`src/rtl/dom_unmask_d1.sv`:
```
// Purpose: recombine a two-share Boolean-masked word into plaintext, refreshing each share before the XOR.
// Latency: input handshake at edge N -> out_valid high after edge N+1; one word in flight, 3-cycle minimum issue interval.
// Backpressure: out_valid/out_data held stable while out_ready=0; in_ready is low until the output word is taken.
module dom_unmask_d1 #(
    parameter int W     = 8,
    parameter int CNT_W = 8
) (
    input  logic             clk,
    input  logic             rst_n,
    input  logic             clear,
    input  logic             in_valid,
    output logic             in_ready,
    input  logic [W-1:0]     in_s0,
    input  logic [W-1:0]     in_s1,
    input  logic [W-1:0]     in_r,
    output logic             out_valid,
    input  logic             out_ready,
    output logic [W-1:0]     out_data,
    output logic             busy,
    output logic [CNT_W-1:0] done_cnt
);

    typedef enum logic [1:0] {
        IDLE    = 2'd0,
        COMBINE = 2'd1,
        OUT     = 2'd2
    } state_t;

    state_t state_q, state_d;

    // Refreshed shares live in separate registers so the two raw shares never
    // share a logic cone before being registered; keep stops synthesis merging them.
    (* keep = "true" *) logic [W-1:0] a_q;
    (* keep = "true" *) logic [W-1:0] b_q;
    (* keep = "true" *) logic [W-1:0] data_q;
    logic [W-1:0]     a_d, b_d, data_d;
    logic [CNT_W-1:0] done_cnt_q, done_cnt_d;

    // Next-state and register updates; clear overrides any handshake in the same cycle.
    always_comb begin
        state_d    = state_q;
        a_d        = a_q;
        b_d        = b_q;
        data_d     = data_q;
        done_cnt_d = done_cnt_q;
        case (state_q)
            IDLE: begin
                if (in_valid) begin
                    a_d     = in_s0 ^ in_r;
                    b_d     = in_s1 ^ in_r;
                    state_d = COMBINE;
                end
            end
            COMBINE: begin
                data_d  = a_q ^ b_q;
                a_d     = '0;
                b_d     = '0;
                state_d = OUT;
            end
            OUT: begin
                if (out_ready) begin
                    data_d     = '0;
                    done_cnt_d = done_cnt_q + CNT_W'(1);
                    state_d    = IDLE;
                end
            end
            default: begin
                a_d     = '0;
                b_d     = '0;
                data_d  = '0;
                state_d = IDLE;
            end
        endcase
        if (clear) begin
            state_d    = IDLE;
            a_d        = '0;
            b_d        = '0;
            data_d     = '0;
            done_cnt_d = done_cnt_q;
        end
    end

    // State and datapath registers; reset drops any in-flight word.
    always_ff @(posedge clk or negedge rst_n) begin
        if (!rst_n) begin
            state_q    <= IDLE;
            a_q        <= '0;
            b_q        <= '0;
            data_q     <= '0;
            done_cnt_q <= '0;
        end else begin
            state_q    <= state_d;
            a_q        <= a_d;
            b_q        <= b_d;
            data_q     <= data_d;
            done_cnt_q <= done_cnt_d;
        end
    end

    // Outputs decode from registers only; plaintext is gated to zero outside OUT.
    always_comb begin
        in_ready  = (state_q == IDLE);
        busy      = (state_q != IDLE);
        out_valid = (state_q == OUT);
        out_data  = (state_q == OUT) ? data_q : '0;
        done_cnt  = done_cnt_q;
    end

endmodule

```
`config.mk`:
```
export PLATFORM = sky130hd
export DESIGN_NAME = dom_unmask_d1
export DESIGN_NICKNAME = d
export VERILOG_FILES = /design/src/rtl/dom_unmask_d1.sv
export SDC_FILE = /design/constraint.sdc
export NUM_CORES = 1
export LEC_CHECK = 0
export ABC_AREA = 1
export ABC_CLOCK_PERIOD_IN_PS = 1200
export BUFFER_PORTS_ARGS = -buffer_cell sky130_fd_sc_hd__buf_4
export CAP_MARGIN = 20
export CORE_ASPECT_RATIO = 1.75
export CORE_MARGIN = 2
export CORE_UTILIZATION = 49
export CTS_BUF_LIST = sky130_fd_sc_hd__clkbuf_2
export DETAILED_ROUTE_END_ITERATION = 8
export PLACE_DENSITY_LB_ADDON = 0.2
export SLEW_MARGIN = 10
export SYNTH_ARGS = -nofsm -noshare
export SYNTH_HDL_FRONTEND = slang
export SYNTH_SLANG_ARGS = --single-unit
```
`constraint.sdc`:
```
create_clock -name clk -period 1.2 [get_ports clk]
set_input_delay 0.3 -clock clk [delete_from_list [all_inputs] [get_ports clk]]
set_output_delay 0.3 -clock clk [all_outputs]
set_load 0.02 [all_outputs]
```
# Word level (Yosys, flattened, before mapping)
# Index checks and enable logic that the tools add are counted.
# word_totals
inputBits	29
output_inout_bits	19
ff_bits	34
# op_classes
reduce_logical	6
addsub	1
eq_ne	6
muxes	14
n_bitwise	4
# op_table
operator	n
8-bit 2-to-1 mux	7
8-bit case mux with 2 select lines	2
8-bit case mux with 3 select lines	1
8-bit bitwise XOR	3
8-bit by 1-bit adder with 8-bit output, second input constant	1
2-bit 2-to-1 mux	3
2-bit case mux with 3 select lines	1
2-bit AND reduction	3
2-bit != test, second input constant	2
3-bit by 2-bit != test with 1-bit output, second input constant	1
3-bit != test, second input constant	1
3-bit AND reduction	1
2-bit by 1-bit equality test with 1-bit output, second input constant	1
2-bit equality test, second input constant	1
2-bit zero test	1
2-bit nonzero test	1
1-bit inverter	1

# Logic depth before layout (Yosys ltp)
# Gate-level depths: netlist (run 1).
# logic_depth
word_depth	4
depth_mapped	7

# Worst setup path after synthesis (run 1)
# No wires, ideal clock.
# synth_path
path_type	register -> output
from	register state_q[0]
to	output out_data[0]
n_path_buf	0
arrival_ps	970
path_stages_with_launch	4
slack_ps	-70
required_time_ps	900
path_cell_list	dfrtp_1 > inv_1 > nand2_2 > nor2_1
# synth_via
elab_chain_cells	2
# synth_lines
item	line	source
from (decl)	29	state_t state_q, state_d;
from (signal assigned)	92	state_q <= state_d;
2-bit equality test	105	out_data = (state_q == OUT) ? data_q : '0;
8-bit 2-to-1 mux	105	
to (decl)	18	output logic [W-1:0] out_data,
# Every way passes these cells.

# Final worst setup path (run 1)
# layout_path
from	register state_q[0]
to	output out_data[3]
# The elaborated chain is that of the path after synthesis.

==> out/results.ini, run 1 <==
[synthesis]
synth_edf_count=0
yosys_warnings=0
syn_area_um2=1870
synthArstFlopShare_pct=100
synth_area_leaders=dfrtp_1 45%, nand2_1 16%, xor2_1 11%
post-synth-top-count-cell=nand2_1
postSynthAreaPerCell_um2=8.92
synth-seq-cells=34
postSynthCellCount=210
ys_seq_area_share_pct=45.4
yosysTopAreaCellShare_pct=45.4
synth_common_cells=79 x nand2_1, 34 x dfrtp_1, 24 x xor2_1
synth.distinct_cells=26
syn_nets=240
ys.flop_type=dfrtp_1
yosysTopAreaCell=dfrtp_1

[global_route]
grt_pass1_wl_um=6870
grt_start_max_net_pins=35
grt_pass1_vias=1696
grt_usage_pct=21.1
grt-ovfl-total=0
antenna_found_initial=0

[clock_tree]
cts_buffers=5
clk_pin_slew_ns=0.16
clk_path_buf_depth=2
cts_sinks=34
cts_tree=built
htree_levels=2
clock_latency_ns=0.37
root_buffer=clkbuf_2

[timing]
finalCritPeriodShare_pct=132
fmax_mhz=633
setup_ws_ns=-0.379
maxSlewViolCount=0
setup_violations=53
timing.hold.ws_ns=0.186
slew_headroom_pct=70.7
rsz0062_at_grt=true
finClkSkew_ns=0.00774
finalHoldViolCount=0
worstMarginPinSlew_ns=0.439
period_minus_slack_ns=1.58

[min_path]
worstHoldPathType=in -> reg
worstHoldPathCells=4
hold-path-endpoint=a_q[7]
hold_path_startpoint=in_s0[7]

[cells_and_area]
final_core_util_pct=77.3
multi_input_area_um2=998
num-fill-cells=254
nNetsFinal=326
syn_to_final_growth_pct=49.8
drive_above_1_share_pct=45.8
diodes=0
final_cells=343
layout.area.seq_um2=856

[critical_path]
rr_worst_depth=9
rr_endpoint=a_q[2]
worstPathRequired_ns=0.90
worstPathMaxFanout=9
reg2reg_setup_slack_ns=-0.34
r2r_start=state_q[0]
critical_path_class=reg -> out
cp-start-kind=register
cp.arrival_ns=1.28
endpoint_kind=output port

[die]
die_y_um=85.8
dieArea_um2=4350
num_rows=29
initial_core_util_pct=51.6
core-area_um2=3630
ios=48
die_w_um=50.7

[placement]
numPortBuffers=47
dp.cells=313
dp_hpwl_um=2680
gp_congestion=0.741
pre_cts_slack_ns=-0.0737

[drt]
drc=0
ant_nets=0
via_count=1652
vias_per_cell=4.82
drt_wl_total_um=4430
wl_per_cell_um=12.9
drt_iter0_markers=29
drtPass1Iterations=4

[status]
status=complete, but fails checks
violations=setup timing

[pwr]
leakage_nw=1.41
p_per_area_nw_per_um2=1030
max-vdd-ir-drop_v=0.000895

[run]
drv_cap=0

layout make-up:
cell class	count	area share, %
clock inverters	2	0.312
repair inverters	1	0.401
inverters	18	2.67
multi-input cells	155	35.6
flip-flops and latches	34	30.5
clock buffers	6	1.07
repair buffers	81	27.4
well taps	46	2.05
what timing repair did:
item | in CTS | in global routing
resized for setup | 33 | 23
hold buffers | 1 | 0
gates cloned | 3 | 0
setup buffers | 18 | 2
setup endpoints to repair | 48 | 52
endpoints found under the hold margin | 34 | 0
pin swaps | 11 | 13
logic make-up after synthesis:
kind of cell | count (synthesis) | share of synthesized area (%)
simple gates | 107 | 25.7
compound gates | 18 | 8.22
buf+inv | 22 | 6.48
xor+xnor | 28 | 13.5
flops | 34 | 45.4
fa+ha+maj | 1 | 0.668
where the power goes:
| group | switching [mW] | internal (mW) | leakage [nW] |
|---|---|---|---|
| sequential | 0.0879 | 1.26 | 0.452 |
| clock | 0.378 | 0.143 | 0.0304 |
| combinational | 0.483 | 0.532 | 0.932 |
registers in the layout, indices dropped and copies added (netlist names):
| register | flops |
|---|---|
| a_q | 8 |
| done_cnt | 8 |
| data_q | 8 |
| b_q | 8 |
| state_q | 2 |
routing by layer:
| layer | routed length [um] | share of wire (%) | GRT usage (%) | vias to the layer above |
|---|---|---|---|---|
| li1 | - | - | - | 818 |
| met1 | 1560 | 35 | 17.9 | 772 |
| met2 | 2590 | 58 | 42.8 | 49 |
| met3 | 173 | 3.9 | 5.23 | 13 |
| met4 | 114 | 2.6 | 9.58 | 0 |
| met5 | 0 | 0 | 0 | - |
placed cells by master (no fill, tap or decap), types with 2 or more instances in the layout:
cell type	synthesis	layout
buf_12	0	3
buf_4	0	49
buf_6	3	27
clkbuf_2	0	6
dfrtp_1	34	30
dfrtp_2	0	4
inv_1	16	14
inv_2	1	3
inv_8	0	2
nand2_1	79	77
nand2_2	1	2
nand2_8	0	3
nand3_1	3	2
nand3_2	2	2
nand3_4	1	2
nand3b_1	2	2
nor2_1	12	3
nor2_2	0	7
nor2_4	2	5
nor3_2	1	2
o21ai_1	1	3
o21ai_2	14	14
xnor2_1	3	3
xor2_1	24	24
metrics by stage:
stage,power (mW),cell area [um2],setup TNS [ns]
final,2.89,2810,-12.91
after detailed placement,2.11,2360,-1.08
after CTS,2.84,2700,-8.33
after global placement,2.09,2360,-0.573
after global routing,3.03,2810,-16.83
after floorplan,1.78,1880,-0.591
worst max-delay path by stage:
stage / startpoint / endpoint / slack [ns] / cells past startpoint
2_1_floorplan: state_q[0] / out_data[0] / -0.07 / 3
3_3_place_gp: state_q[0] / out_data[5] / -0.05 / 4
3_5_place_dp: state_q[0] / out_data[5] / -0.07 / 4
4_1_cts: state_q[0] / busy / -0.38 / 5
5_1_grt: state_q[0] / out_data[3] / -0.45 / 4
6_report: state_q[0] / out_data[3] / -0.38 / 4
worst max-delay path, cell delays in order (launching register included):
cell	delay [ns]
dfrtp_1	0.44
inv_2	0.12
nand2_8	0.10
nor2_2	0.13
buf_6	0.13
Note: power is estimated with default switching activity, not from simulation.
==> inputs of run 2 (changes only) <==
- CORE_MARGIN: 2 -> 1.5
==> run 2 against run 1 <==
Net effect: the run still ends with setup timing left; via count fell by 0.79%; design area rose by 1.6%; highest routed layer unchanged; routed wire length up 3.2%; sequential share of layout area is 0.49 points lower; die area decreased by 3.1%; non-clock buffer count is 3 lower; largest power group unchanged.
==> out/results.ini, run 2 (synthesis gave the netlist of run 1 again) <==
[run]
drv_cap=0  ; unchanged

[min_path]
worstHoldPathType=in -> reg  ; unchanged

[global_route]
grt_pass1_vias=1666  ; was 1696
grt_usage_pct=22.3  ; was 21.1%
grt-ovfl-total=0  ; unchanged
grt_start_max_net_pins=35  ; unchanged
antenna_found_initial=0  ; unchanged
grt_pass1_wl_um=7110  ; was 6870 um

[timing]
finalCritPeriodShare_pct=137  ; was 132%
slew_headroom_pct=70.6  ; was 70.7%
finClkSkew_ns=0.0275  ; was 0.00774 ns
finalHoldViolCount=0  ; unchanged
finalSetupTns_ns=-14.84  ; was -12.91 ns
timing.hold.ws_ns=0.139  ; was 0.186 ns
setup_violations=53  ; unchanged
setup_ws_ns=-0.449  ; was -0.379 ns
period_minus_slack_ns=1.65  ; was 1.58 ns
worstMarginPinSlew_ns=0.441  ; was 0.439 ns
maxSlewViolCount=0  ; unchanged
rsz0062_at_grt=true  ; unchanged
fmax_mhz=607  ; was 633 MHz

[critical_path]
worstPathMaxFanout=4  ; was 9
endpoint_kind=output port  ; unchanged
cp.arrival_ns=1.35  ; was 1.28 ns
slowest_stage=dfrtp_1  ; unchanged
worstPathRequired_ns=0.90  ; about the same
critical_path_class=reg -> out  ; unchanged
slowest_delay_ns=0.46  ; was 0.44 ns
crit_chain=inv_4 -> nand2_4 -> nor2_2 -> buf_4  ; was inv_2 -> nand2_8 -> nor2_2 -> buf_6
cp-start-kind=register  ; unchanged

[drt]
wl_per_cell_um=13.5  ; was 12.9 um
vias_per_cell=4.82  ; about the same
drt_iter0_markers=35  ; was 29
drt_wl_total_um=4570  ; was 4430 um
drc=0  ; unchanged
via_count=1639  ; was 1652
ant_nets=0  ; unchanged
drtPass1Iterations=4  ; unchanged

[cells_and_area]
most-common-layout-cells=74 x nand2_1, 50 x buf_4, 30 x dfrtp_1  ; was 77 x nand2_1, 49 x buf_4, 30 x dfrtp_1
diodes=0  ; unchanged
syn_to_final_growth_pct=52.3  ; was 49.8%
drive_above_1_share_pct=46.9  ; was 45.8%
final_common_cell=nand2_1  ; unchanged
nNetsFinal=323  ; was 326

[clock_tree]
clk_pin_slew_ns=0.21  ; was 0.16 ns
clk_path_buf_depth=2  ; unchanged
root_buffer=clkbuf_2  ; unchanged
cts_sinks=34  ; unchanged
cts_buffers=5  ; unchanged
htree_levels=2  ; unchanged
cts_tree=built  ; unchanged
clock_latency_ns=0.41  ; was 0.37 ns

[placement]
dp_hpwl_um=2540  ; was 2680 um
pre_cts_slack_ns=-0.0836  ; was -0.0737 ns
numPortBuffers=47  ; unchanged
gp_congestion=0.752  ; was 0.741

[die]
die_y_um=84.8  ; was 85.8 um
num_rows=29  ; unchanged
die_w_um=49.7  ; was 50.7 um
core-area_um2=3630  ; unchanged
initial_core_util_pct=51.6  ; unchanged
dieArea_um2=4220  ; was 4350 um2
ios=48  ; unchanged

[pwr]
finalPower_mw=3.34  ; was 2.89 mW
max-vdd-ir-drop_v=0.00110  ; was 0.000895 V
leakage_nw=1.43  ; was 1.41 nW
p_per_area_nw_per_um2=1170  ; was 1030 nW/um2

[status]
status=complete, but fails checks  ; unchanged
violations=setup timing  ; unchanged

[run 2: cell types whose count changed in the layout (fill, tap and decap cells not counted), moves of 2 or more]
cell	delta
nand2_2	+3
nand2_1	-3
bufinv_16	+2
nand2_4	+2
clkbuf_16	+2
buf_6	-6
[run 2: layout make-up]
type,count,area (um2)
multi-input cells,156,1020
inverters,18,77.6
clock buffers,5,25.0
fillers,233,776
clock inverters,3,68.8
flip-flops and latches,34,856
well taps,46,57.6
repair buffers,78,752
[run 2: critical path, delay by kind of cell, from the launching register on]
| kind | cells | cell delay, ns |
|---|---|---|
| buffers and inverters | 2 | 0.28 |
| flip-flops | 1 | 0.46 |
| AND/OR/NAND/NOR | 2 | 0.21 |
[run 2: power breakdown]
group	internal [mW]	switching (mW)	leakage, nW
combinational	0.522	0.473	0.922
sequential	1.26	0.0907	0.452
clock	0.565	0.424	0.0532
[run 2: path summary, 6_finish.rpt]
| check | cells past startpoint | to | start | slack (ns) |
|---|---|---|---|---|
| max | 4 | out_data[5] | state_q[0] | -0.45 |
| max reg2reg | 8 | a_q[5] | state_q[1] | -0.40 |
| min reg2reg | 2 | data_q[1] | data_q[1] | 0.49 |
| min in group asynchronous | 2 | b_q[6] | rst_n | 0.35 |
| min | 4 | a_q[6] | in_s0[6] | 0.14 |
| max in group asynchronous | 2 | done_cnt[1] | rst_n | 0.50 |
[run 2: metrics by stage]
step / cells / util, % / instance area, um2
3_5_place_dp: 308 / 64.0 / 2320
5_1_grt: 340 / 78.6 / 2850
4_1_cts: 335 / 74.3 / 2700
2_1_floorplan: 210 / - / 1880
3_3_place_gp: 308 / 64.0 / 2320
6_report: 340 / 78.6 / 2850
[run 2: routing by layer]
| layer | part of all wire, % | routed length, um | up-vias | GRT usage (%) |
|---|---|---|---|---|
| met5 | 0 | 0 | - | 0 |
| met4 | 4.2 | 190 | 0 | 12.9 |
| met3 | 3.5 | 161 | 13 | 5.34 |
| met2 | 59 | 2710 | 49 | 42.1 |
| met1 | 33 | 1510 | 765 | 20.8 |
| li1 | - | - | 812 | - |
[run 2: repair_timing]
| item | 4_1_cts | 5_1_grt |
|---|---|---|
| pin swaps | 4 | 3 |
| setup buffers | 16 | 3 |
| resized for setup | 28 | 25 |
| setup endpoints to repair | 41 | 52 |
| hold buffers | 1 | 0 |
| gates cloned | 2 | 3 |
| endpoints found under the hold margin | 34 | 0 |
